==> src/rtl/uart_rx_oversampled.sv <==
// uart_rx_oversampled: 16x oversampled asynchronous serial receiver with per-byte error flags.
// Latency: rx_valid rises one clk after the mid-stop sample tick (about 9.5 bit times after the start edge, 8N1).
// Backpressure: the byte is held until rx_valid && rx_ready; a frame completing while held is dropped and overrun_err pulses.
module uart_rx_oversampled #(
  parameter int DATA_BITS  = 8,
  parameter bit PARITY_EN  = 1'b0,
  parameter bit PARITY_ODD = 1'b0
) (
  input  logic                 clk,
  input  logic                 reset,
  input  logic                 RX_TICK,
  input  logic                 rx,
  output logic [DATA_BITS-1:0] rx_data,
  output logic                 rx_valid,
  input  logic                 rx_ready,
  output logic                 frame_err,
  output logic                 parity_err,
  output logic                 overrun_err,
  output logic                 rx_busy
);

  typedef enum logic [2:0] {
    S_IDLE,
    S_START,
    S_DATA,
    S_PARITY,
    S_STOP
  } state_t;

  // Index of the last data bit of a frame
  localparam logic [2:0] LAST_IDX = 3'(DATA_BITS - 1);

  logic                 rx_meta;
  logic                 rx_s;
  logic                 tick_d;
  logic                 sample_en;
  state_t               state;
  logic [3:0]           ph;
  logic [2:0]           idx;
  logic                 smp7;
  logic                 smp8;
  logic                 maj;
  logic [DATA_BITS-1:0] shreg;
  logic                 par_bad;
  logic                 stop_bit;
  logic                 hold_idle;
  logic                 done;

  // Bring rx into the clk domain (idle high) and delay the tick toggle by one clk for edge detection
  always_ff @(posedge clk or negedge reset) begin
    if (!reset) begin
      rx_meta <= 1'b1;
      rx_s    <= 1'b1;
      tick_d  <= 1'b0;
    end else begin
      rx_meta <= rx;
      rx_s    <= rx_meta;
      tick_d  <= RX_TICK;
    end
  end

  // Each level change of RX_TICK is one oversample tick
  assign sample_en = RX_TICK ^ tick_d;

  // 2-of-3 vote over the samples taken at phases 7, 8 and 9 (the phase-9 sample is rx_s itself)
  assign maj = (smp7 & smp8) | (smp7 & rx_s) | (smp8 & rx_s);

  // Frame FSM: start validation, data shift, optional parity, mid-stop completion
  always_ff @(posedge clk or negedge reset) begin
    if (!reset) begin
      state     <= S_IDLE;
      ph        <= 4'd0;
      idx       <= 3'd0;
      smp7      <= 1'b1;
      smp8      <= 1'b1;
      shreg     <= '0;
      par_bad   <= 1'b0;
      stop_bit  <= 1'b1;
      hold_idle <= 1'b0;
      done      <= 1'b0;
      rx_busy   <= 1'b0;
    end else begin
      done <= 1'b0;
      if (sample_en) begin
        if (ph == 4'd7) smp7 <= rx_s;
        if (ph == 4'd8) smp8 <= rx_s;
        case (state)
          S_IDLE: begin
            ph <= 4'd0;
            // After a low stop bit (e.g. a break) the line must go high before a new start is accepted
            if (rx_s) begin
              hold_idle <= 1'b0;
            end else if (!hold_idle) begin
              state   <= S_START;
              rx_busy <= 1'b1;
            end
          end
          S_START: begin
            ph <= ph + 4'd1;
            if (ph == 4'd9 && maj) begin
              state   <= S_IDLE;
              ph      <= 4'd0;
              rx_busy <= 1'b0;
            end else if (ph == 4'd15) begin
              state <= S_DATA;
              idx   <= 3'd0;
            end
          end
          S_DATA: begin
            ph <= ph + 4'd1;
            if (ph == 4'd9) shreg[idx] <= maj;
            if (ph == 4'd15) begin
              if (idx == LAST_IDX) begin
                if (PARITY_EN) state <= S_PARITY;
                else           state <= S_STOP;
              end else begin
                idx <= idx + 3'd1;
              end
            end
          end
          S_PARITY: begin
            ph <= ph + 4'd1;
            if (ph == 4'd9) par_bad <= ((^shreg) ^ maj) != PARITY_ODD;
            if (ph == 4'd15) state <= S_STOP;
          end
          S_STOP: begin
            ph <= ph + 4'd1;
            // Finish at mid-stop so a start bit directly behind the stop bit is still caught
            if (ph == 4'd9) begin
              state     <= S_IDLE;
              ph        <= 4'd0;
              rx_busy   <= 1'b0;
              done      <= 1'b1;
              stop_bit  <= maj;
              hold_idle <= !maj;
            end
          end
          default: begin
            state   <= S_IDLE;
            ph      <= 4'd0;
            rx_busy <= 1'b0;
          end
        endcase
      end
    end
  end

  // Output holding register: a completing handshake frees the slot for a same-cycle new frame
  always_ff @(posedge clk or negedge reset) begin
    if (!reset) begin
      rx_data     <= '0;
      rx_valid    <= 1'b0;
      frame_err   <= 1'b0;
      parity_err  <= 1'b0;
      overrun_err <= 1'b0;
    end else begin
      overrun_err <= 1'b0;
      if (done) begin
        if (!rx_valid || rx_ready) begin
          rx_data    <= shreg;
          frame_err  <= !stop_bit;
          parity_err <= par_bad;
          rx_valid   <= 1'b1;
        end else begin
          overrun_err <= 1'b1;
        end
      end else if (rx_valid && rx_ready) begin
        rx_valid <= 1'b0;
      end
    end
  end

endmodule

==> config.mk <==
export PLATFORM = sky130hd
export DESIGN_NAME = uart_rx_oversampled
export DESIGN_NICKNAME = d
export VERILOG_FILES = /design/src/rtl/uart_rx_oversampled.sv
export SDC_FILE = /design/constraint.sdc
export NUM_CORES = 1
export LEC_CHECK = 0
export BUFFER_PORTS_ARGS = -buffer_cell sky130_fd_sc_hd__buf_2
export CELL_PAD_IN_SITES_DETAIL_PLACEMENT = 0
export CELL_PAD_IN_SITES_GLOBAL_PLACEMENT = 1
export CORE_ASPECT_RATIO = 1.75
export CORE_MARGIN = 4
export CORE_UTILIZATION = 42
export DETAILED_ROUTE_END_ITERATION = 8
export PLACE_DENSITY = 0.83
export SLEW_MARGIN = 10
export SYNTH_ARGS = -nofsm -noshare
export SYNTH_HDL_FRONTEND = slang
export SYNTH_SLANG_ARGS = --single-unit
==> constraint.sdc <==
create_clock -name clk -period 1.7 [get_ports clk]
set_clock_uncertainty 0.2 [all_clocks]
set_input_delay 0.34 -clock clk [delete_from_list [all_inputs] [get_ports clk]]
set_output_delay 0.34 -clock clk [all_outputs]
set_load 0.005 [all_outputs]
After elaboration in Yosys (flattened, before gate mapping):

Index checks and enable logic that the tools add are counted.

* logic and storage cells: 113
* output and inout bits: 13
* flip-flop bits (word level): 40

* equal/unequal tests: 22
* reductions and logical operators: 24
* add/subtract/negate cells: 2
* order comparisons: 2
* mux-type cells: 36
* bitwise operators: 8

Operators by type and width (count)
* 2-to-1 mux 3 bit: 12
* != test 2 bit, second input constant: 11
* 2-to-1 mux 1 bit: 15
* case mux 3 bit (5 select lines): 1
* equality test 4 bit, second input constant: 3
* case mux 4 bit (3 select lines): 1
* AND reduction 6 bit: 2
* AND reduction 3 bit: 3
* bitwise mux 8 bit: 1
* 2-to-1 mux 4 bit: 2
* AND reduction 2 bit: 4
* AND reduction 8 bit: 1
* XOR reduction 8 bit: 1
* equality test 3 x 2 -> 1 bit, second input constant: 2
* equality test 3 bit, second input constant: 2
* case mux 3 bit (2 select lines): 1
* nonzero test 2 bit: 3
* adder 4 x 1 -> 4 bit, second input constant: 1
* equality test 4 x 3 -> 1 bit, second input constant: 1
* < comparator 3 x 4 -> 1 bit, second input constant: 1
* case mux 1 bit (4 select lines): 1
* AND reduction 4 bit: 1
* adder 3 x 1 -> 3 bit, second input constant: 1
* AND 1 bit: 3
* other kinds (14): 20

Longest topological paths before layout:

Gate-level depths: netlist of run 1.

* word-level depth: 6
* depth in mapped cells: 6
* mapped depth without buffers: 6

Least setup slack after synthesis of run 1:

OpenSTA, ideal clock, no wires.

* path kind: flip-flop to flip-flop
* start point: reg ph[1]
* end point: reg shreg[7]
* stages on the path, launching flop included: 7
* buffers on the path: 0
* arrival: 1560 ps
* slack: -188 ps
* path through: dfrtp_1 > inv_1 > ha_1 > nand3b_1 > nor4_4 > nand3_1 > mux2_1

* word-level cells in the longest chain between the ends: 2

RTL lines
* start, declared: line 38 `logic [3:0] ph;`
* start signal, assigned: line 99 `ph <= ph + 4'd1;`
* start signal, assigned: line 110 `ph <= ph + 4'd1;`
* start signal, assigned: line 122 `ph <= ph + 4'd1;`
* equality test 4 bit: line 111 `if (ph == 4'd9) shreg[idx] <= maj;`
* AND reduction 3 bit (no source line)
* end signal, assigned by index: line 111
* end, declared: line 43 `logic [DATA_BITS-1:0] shreg;`

Every way passes these cells.
A chain may end at the register's enable or synchronous reset.

Final worst setup path of run 1:

* start point: reg ph[1]
* end point: reg shreg[2]

The elaborated chain is that of the path after synthesis.

==> flow_summary.ini, run 1 <==
[global_routing]
grt_pass1_vias = 1648
antenna_found_initial = 0
grt_max_degree = 36
grt_use_total_pct = 16.4
gr-total-overflow = 0
grt_pass1_wl_mm = 7.50

[setup_path]
worstSetupStartpointType = flop
crit_fanout = 4
ff2ff_setup_slack_ns = -0.25
crit_end = shreg[2]
worstRegToRegCells = 6
timing.rr.end = shreg[2]
criticalPathCategory = flop to flop
cp-startpoint = ph[1]
rr_startpoint = ph[1]
cp.arrival_ns = 1.93
crit_required_ns = 1.68
endpoint_kind = flop

[detailed_routing]
antenna_left = 0
drc = 0
drt_iter0_drc = 23
via_per_inst = 5.26
vias = 1557
dr.pass1.iters = 4
totalWireLength_mm = 4.65
avgRoutedWirePerCell_um = 15.7

[placed_design]
hpwl_mm = 3.09
placed_cells = 278
io_buffers = 17
place.gp.congestion = 0.753

[synthesis]
syn_area_per_cell_um2 = 11.2
ys_top_cells_by_area = dfrtp_1 44%, mux2_2 9.0%, dfstp_2 6.6%
synth_edf_count = 0
synthFlopType = dfrtp_1
synth_nets = 188
syn_inst = 178
ys_types = 42
ys_seq_area_share_pct = 50.4
synth_top_area_share_pct = 43.9
yosys.area.top_type = dfrtp_1
synth_common_cells = 35 x dfrtp_1, 18 x nand2_1, 16 x mux2_2
ys_ff_latch = 40
synth_area_um2 = 2000
yosysMostFrequentCell = dfrtp_1
synthArstFlopShare_pct = 100
ys_warn_count = 0

[power_and_ir_drop]
p_leak_nw = 1.33
power_density_nw_per_um2 = 1310
switching_share_pct = 35.2
combPwrFrac_pct = 45.5
p_sw_w = 0.00133
ir_worst_vdd_mv = 0.933
p_int_w = 0.00246
clockPowerShare_pct = 21.1
p_seq_share_pct = 33.4

[job]
drv_cap = 0

[sta]
hold_ws_ns = 0.0487
layout_min_cycle_time_ns = 1.95
finalWorstSetupSlack_ns = -0.250
hold_viol_final = 0
setup_violations = 19
max_slew_margin_pct = 78.6
fmax_mhz = 513
rsz0062_at_grt = true
period_share_pct = 115
slew_violations = 0
tightest_slew_ns = 0.318

[floorplan]
die_x_um = 60.1
core_area_um2 = 4670
die_h_um = 99.2
io_pins = 18
initial_utilization_pct = 42.8
rows = 33
die_area_um2 = 5970

[hold_path]
hold_class = primary input to flop

[cts]
cts_tree = yes
clockBufferDepth = 2
numClockSinks = 40
numCtsBuffers = 5
h-tree-depth = 2
cts_root_buf = clkbuf_8
clkLatencyLatePin_ns = 0.29
clkTransAtPathRegs_ns = 0.08

[cells_and_area]
stdcell_count = 296
utilization_pct = 61.9
fin_nets = 253
area_growth_pct = 44.7
antenna-diode-count = 0
drive_above_1_share_pct = 54.5

[outcome]
outcome = finished with violations
violations = negative setup slack
## flip-flops by register name (all words and copies together) (netlist names), 3 cells and up
name,count
rx_data,8
shreg,8
state,3
idx,3
ph,4
## per-layer routing
| metal | wire length (um) | global-route usage, % |
|---|---|---|
| met5 | 0 | 0 |
| met4 | 125 | 5.12 |
| met3 | 145 | 2.86 |
| met2 | 2710 | 30.8 |
| met1 | 1670 | 17.7 |
## layout make-up
cell class / instances / area [um^2]
fillers: 368 / 1780
multi-input cells: 121 / 1170
flip-flops and latches: 40 / 1010
repair buffers: 68 / 500
clock buffers: 5 / 68.8
well taps: 52 / 65.1
clock inverters: 3 / 46.3
inverters: 7 / 26.3
## worst min path at each step
| stage | start | endpoint | depth (start not counted) | slack [ns] |
|---|---|---|---|---|
| after floorplan | reset | done | 0 | -0.16 |
| after global placement | reset | rx_valid | 1 | -0.02 |
| after detailed placement | reset | rx_valid | 1 | -0.02 |
| after CTS | RX_TICK | tick_d | 1 | 0.02 |
| after global routing | RX_TICK | tick_d | 1 | 0.04 |
| final | RX_TICK | tick_d | 1 | 0.05 |
## logic make-up (layout without fill, tap and decap cells)
logic type / Yosys count / count (layout) / share of synthesized area (%)
AND/OR/NAND/NOR: 57 / 57 / 15.5
AO/OA/AOI/OAI: 28 / 28 / 9.53
XOR/XNOR: 9 / 9 / 5.39
flip-flops: 40 / 40 / 50.4
buffers and inverters: 17 / 83 / 3.76
adder cells (fa/ha/maj): 6 / 6 / 3.63
multiplexers: 21 / 21 / 11.7
## worst max-delay path, cell delays in order, from the launching register on
cell	delay (ns)
dfrtp_1	0.40
inv_2	0.08
ha_4	0.13
and3b_1	0.18
nand4b_1	0.24
nor3b_2	0.28
mux2_4	0.32
## through the flow
stage                     instance area [um^2]  total power [W]  setup WS (ns)  setup TNS [ns]
after floorplan                           2080          0.00201         -0.144          -0.859
after global placement                    2490          0.00255         -0.187           -2.19
after detailed placement                  2490          0.00259         -0.255           -2.84
after CTS                                 2770          0.00360         -0.205           -1.74
after global routing                      2890          0.00400         -0.343           -4.04
final                                     2890          0.00379         -0.250           -2.75
## power groups by stage
stage | clock (W) | combinational [W] | sequential (W)
2_1_floorplan | 0 | 0.000781 | 0.00123
3_3_place_gp | 0 | 0.00129 | 0.00126
3_5_place_dp | 0 | 0.00132 | 0.00127
4_1_cts | 0.000819 | 0.00152 | 0.00125
5_1_grt | 0.000857 | 0.00186 | 0.00128
6_report | 0.000799 | 0.00172 | 0.00126
## timing repair
| item | in CTS | in global routing |
|---|---|---|
| endpoints found under the hold margin | 36 | 0 |
| buffers inserted | 5 | 8 |
| pin swaps | 14 | 14 |
| setup endpoints to repair | 23 | 23 |
| gates cloned | 0 | 0 |
| resized for setup | 28 | 17 |
| hold buffers | 2 | 0 |
## placed cells by master (no fill, tap or decap), types with 4 or more instances in the layout
| cell type | netlist | final |
|---|---|---|
| mux2_4 | 0 | 8 |
| buf_2 | 3 | 17 |
| buf_4 | 0 | 44 |
| nand3b_1 | 4 | 4 |
| o21ai_1 | 0 | 4 |
| nor2_1 | 10 | 8 |
| xnor2_1 | 6 | 6 |
| clkbuf_8 | 0 | 5 |
| dfrtp_1 | 35 | 34 |
| buf_6 | 1 | 4 |
| dfstp_2 | 5 | 5 |
| inv_1 | 7 | 6 |
| mux2_2 | 16 | 11 |
| a21oi_1 | 4 | 4 |
| nand2_1 | 18 | 18 |
Power figures use the tool's default switching activity.
==> inputs of run 2 (changes only) <==
Settings changed: HOLD_SLACK_MARGIN from default to 0.1.
==> run 2 against run 1 <==
The run still ends with negative setup slack left. Routed wire length about the same. Combinational power about the same. Final cell count increased by 0.34%. Cell area increased by 0.35%. Worst hold slack improved by 0.080 ns. Count of clock-buffer cells in the layout unchanged. Largest cell class unchanged. Largest power group unchanged.
==> flow_summary.ini, run 2 (synthesized netlist as in run 1, its figures left out) <==
[cells_and_area]
drive_above_1_share_pct = 54.3
antenna-diode-count = 0
area_growth_pct = 45.2
multi_input_area_um2 = 1170
final_area_um2 = 2900
regArea_um2 = 1010
stdcell_count = 297
utilization_pct = 62.1
fillers = 367
fin_nets = 254
reg_top3 = rx_data: 8 flops, shreg: 8 flops, ph: 4 flops
final_common_cell = buf_4
mostFrequentLayoutCells = 44 x buf_4, 34 x dfrtp_1, 18 x nand2_1

[detailed_routing]
drc = 0
vias = 1570
via_per_inst = 5.29
antenna_left = 0
totalWireLength_mm = 4.65
drt_iter0_drc = 23
avgRoutedWirePerCell_um = 15.7
dr.pass1.iters = 4

[sta]
period_share_pct = 115
setup_violations = 19
max_slew_margin_pct = 78.6
hold_viol_final = 0
tightest_slew_ns = 0.318
rsz0062_at_grt = true
slew_violations = 0
finalWorstSetupSlack_ns = -0.251
layout_min_cycle_time_ns = 1.95
fmax_mhz = 512

[cts]
clkTransAtPathRegs_ns = 0.08
clockBufferDepth = 2
cts_tree = yes
cts_root_buf = clkbuf_8
clkLatencyLatePin_ns = 0.29
numClockSinks = 40
h-tree-depth = 2
numCtsBuffers = 5

[power_and_ir_drop]
p_int_w = 0.00246
ir_worst_vdd_mv = 0.933
switching_share_pct = 35.2
clockPowerShare_pct = 21.2
p_leak_nw = 1.34
combPwrFrac_pct = 45.5
p_seq_share_pct = 33.3
power_density_nw_per_um2 = 1310
p_sw_w = 0.00133
finalPower_w = 0.00379

[hold_path]
whs_endpoint = overrun_err
hp-start = rx_ready
hold_class = primary input to flop
hold_depth = 3

[outcome]
violations = negative setup slack
outcome = finished with violations

[global_routing]
grt_max_degree = 36
gr-total-overflow = 0
grt_pass1_wl_mm = 7.51
grt_pass1_vias = 1655
grt_use_total_pct = 16.4
antenna_found_initial = 0

[setup_path]
worstSetupStartpointType = flop
endpoint_kind = flop
crit_required_ns = 1.68
worstRegToRegCells = 6
rr_startpoint = ph[1]
crit_fanout = 4
cp.arrival_ns = 1.93
ff2ff_setup_slack_ns = -0.25
timing.rr.end = shreg[2]
criticalPathCategory = flop to flop

[floorplan]
initial_utilization_pct = 42.8
io_pins = 18
die_area_um2 = 5970
die_h_um = 99.2
rows = 33
core_area_um2 = 4670
die_x_um = 60.1

[job]
drv_cap = 0

[placed_design]
placed_cells = 278
place.gp.congestion = 0.753
io_buffers = 17
hpwl_mm = 3.09
placed_area_um2 = 2490
dp_slack_ns = -0.255
## run 2: cell types whose count changed in the layout (fill, tap and decap cells not counted)
cell,change
dlygate4sd3_1,+1
## run 2: final cells by class
class	instances	share of cell area [%]
multi-input combinational	121	40.5
sequential	40	34.8
timing repair buffer	69	17.6
clock buffer	5	2.37
tap	52	2.24
clock inverter	3	1.60
inverter	7	0.906
## run 2: routing by layer
layer  global-route usage, %  vias up  share of wire [%]
met3                    2.86       12                3.2
li1                        -      756                  -
met2                    30.9       36                 58
met5                       0        -                  0
met4                    5.12        0                2.6
met1                    17.7      766                 36
## run 2: worst max-delay path: stages (launching register included)
cell	delay (ns)
dfrtp_1	0.40
inv_2	0.08
ha_4	0.13
and3b_1	0.19
nand4b_1	0.24
nor3b_2	0.28
mux2_4	0.32
## run 2: worst max-delay path by stage
stage	from	endpoint	slack, ns	cells after the start
after global placement	state[2]	shreg[4]	-0.19	5
after floorplan	ph[1]	shreg[4]	-0.14	6
after detailed placement	state[2]	shreg[4]	-0.26	5
after global routing	ph[1]	shreg[2]	-0.34	6
after CTS	ph[1]	shreg[4]	-0.21	6
final	ph[1]	shreg[2]	-0.25	6
## run 2: stage by stage
stage | hold WS [ns] | setup TNS, ns
floorplan | -0.156 | -0.859
global route | 0.149 | -4.04
CTS | 0.124 | -1.74
global placement | -0.0225 | -2.19
finish | 0.128 | -2.76
detailed placement | -0.0207 | -2.84
## run 2: what timing repair did
action                                  in CTS  in global routing
endpoints found under the setup margin      23                 23
hold endpoints to repair                    37                  0
pin swaps                                   14                 14
buffers inserted                             5                  8
hold buffers                                 3                  0
resized for setup                           28                 17
## run 2: power by group through the flow
stage	logic (W)	registers (W)	clock network, W
after floorplan	0.000781	0.00123	0
after global placement	0.00129	0.00126	0
after detailed placement	0.00132	0.00127	0
after CTS	0.00153	0.00125	0.000819
after global routing	0.00186	0.00128	0.000857
final	0.00173	0.00126	0.000803
==> inputs of run 3 (changes only) <==
Settings changed: RECOVER_POWER from default to 50.
==> run 3 against run 2 <==
The flow still finishes with violations (negative setup slack). Sequential power barely moved. Clock power barely moved. Die area did not move. Final cell count did not move. Cell area fell by 0.52%. Combinational power barely moved. Worst hold slack barely moved. Critical path depth did not move. Sequential share of layout area rose by 0.18 points. Non-clock buffer count did not move. Critical endpoint unchanged.
==> flow_summary.ini, run 3 (synthesized netlist as in run 1, its figures left out) <==
[sta]
setup_violations = 19
fmax_mhz = 513
max_slew_margin_pct = 68.3
slew_violations = 0
setup_tns_ns = -2.76
period_share_pct = 115
finalWorstSetupSlack_ns = -0.251
hold_viol_final = 0
layout_min_cycle_time_ns = 1.95
tightest_slew_ns = 0.476
rsz0062_at_grt = true

[cells_and_area]
antenna-diode-count = 0
stdcell_count = 297
mostFrequentLayoutCells = 44 x buf_4, 34 x dfrtp_1, 18 x nand2_1
utilization_pct = 61.8
area_growth_pct = 44.4
reg_top3 = rx_data: 8 flops, shreg: 8 flops, ph: 4 flops
drive_above_1_share_pct = 53.5
final_common_cell = buf_4
fin_nets = 254
fillers = 369

[setup_path]
rr_startpoint = ph[1]
crit_required_ns = 1.68
worstPathCellList = inv_2 -> ha_4 -> and3b_1 -> nand4b_1 -> nor3b_2 -> mux2_4
criticalPathCategory = flop to flop
worstSetupStartpointType = flop
cp.arrival_ns = 1.93
crit_fanout = 4
crit_family = simple AND/OR/NAND/NOR gates
cp_num_buf_inv = 1
crit_path_top_delay_cell = dfrtp_1
endpoint_kind = flop
critPathMaxStageDelay_ns = 0.40
cp-startpoint = ph[1]

[global_routing]
grt_use_total_pct = 16.4
gr-usage-met2_pct = 30.9
top_usage_layer = met2
grt_pass1_wl_mm = 7.51
gr-usage-met3_pct = 2.86
grt_pass1_vias = 1655
gr-total-overflow = 0
grt_use_met1_pct = 17.7
antenna_found_initial = 0
grt_max_degree = 36

[hold_path]
hold_class = primary input to flop
hp-start = rx_ready

[detailed_routing]
avgRoutedWirePerCell_um = 15.7
antenna_left = 0
via_per_inst = 5.29
dr.pass1.iters = 4
totalWireLength_mm = 4.65
vias = 1570
drc = 0
drt_iter0_drc = 23

[cts]
cts_root_buf = clkbuf_8
clkTransAtPathRegs_ns = 0.08
numClockSinks = 40
clkLatencyLatePin_ns = 0.29
numCtsBuffers = 5
cts_tree = yes
h-tree-depth = 2
clockBufferDepth = 2

[placed_design]
hpwl_mm = 3.09
io_buffers = 17
dp_slack_ns = -0.255
place.gp.congestion = 0.753
placed_cells = 278

[power_and_ir_drop]
ir_worst_vdd_mv = 0.933
p_leak_nw = 1.33
finalPower_w = 0.00379
power_density_nw_per_um2 = 1310

[floorplan]
die_area_um2 = 5970
core_area_um2 = 4670
die_h_um = 99.2
io_pins = 18
die_x_um = 60.1
rows = 33
initial_utilization_pct = 42.8

[job]
drv_cap = 0

[outcome]
violations = negative setup slack
outcome = finished with violations
==> run 3: repair_timing <==
item / in CTS / in global routing
endpoints found under the setup margin: 23 / 23
pin swaps: 14 / 14
hold buffers: 3 / 0
resized for setup: 28 / 17
setup buffers: 5 / 8
hold endpoints to repair: 37 / 0
==> run 3: final cells by class <==
type	count	area, um^2	share of cell area [%]
multi-input combinational	121	1170	40.7
sequential	40	1010	35.0
timing repair buffer	69	495	17.2
clock buffer	5	68.8	2.39
tap	52	65.1	2.26
clock inverter	3	46.3	1.61
inverter	7	26.3	0.911
==> run 3: path summary, 6_finish.rpt <==
kind,endpoint,slack [ns],cells after the start
max in group asynchronous,tick_d,0.24,3
worst max register to register,shreg[2],-0.25,6
worst min register to register,rx_s,0.16,0
worst max-delay path,shreg[2],-0.25,6
min in group asynchronous,rx_data[5],0.23,2
worst min-delay path,overrun_err,0.13,3
==> run 3: power by group <==
part           leakage [nW]  internal, W  switching [W]  total, W
combinational         0.770     0.000890       0.000831   0.00172
clock                0.0548     0.000442       0.000360  0.000803
sequential            0.500      0.00112       0.000142   0.00126
==> run 3: per-layer routing <==
metal / wire [um] / up-vias / part of all wire [%]
li1: - / 756 / -
met4: 121 / 0 / 2.6
met5: 0 / - / 0
met3: 146 / 12 / 3.1
met2: 2710 / 36 / 58
met1: 1670 / 766 / 36
==> run 3: per-stage QoR <==
stage               cell area [um^2]  hold slack [ns]
floorplan                       2080           -0.156
CTS                             2780            0.124
global placement                2490          -0.0225
finish                          2880            0.128
global route                    2880            0.149
detailed placement              2490          -0.0207
==> run 3: worst reg2reg max path, delay by kind of cell (launching register included) <==
family	cells	cell delay [ns]
simple gates	3	0.71
flops	1	0.40
mux	1	0.32
fa+ha+maj	1	0.13
buf+inv	1	0.08
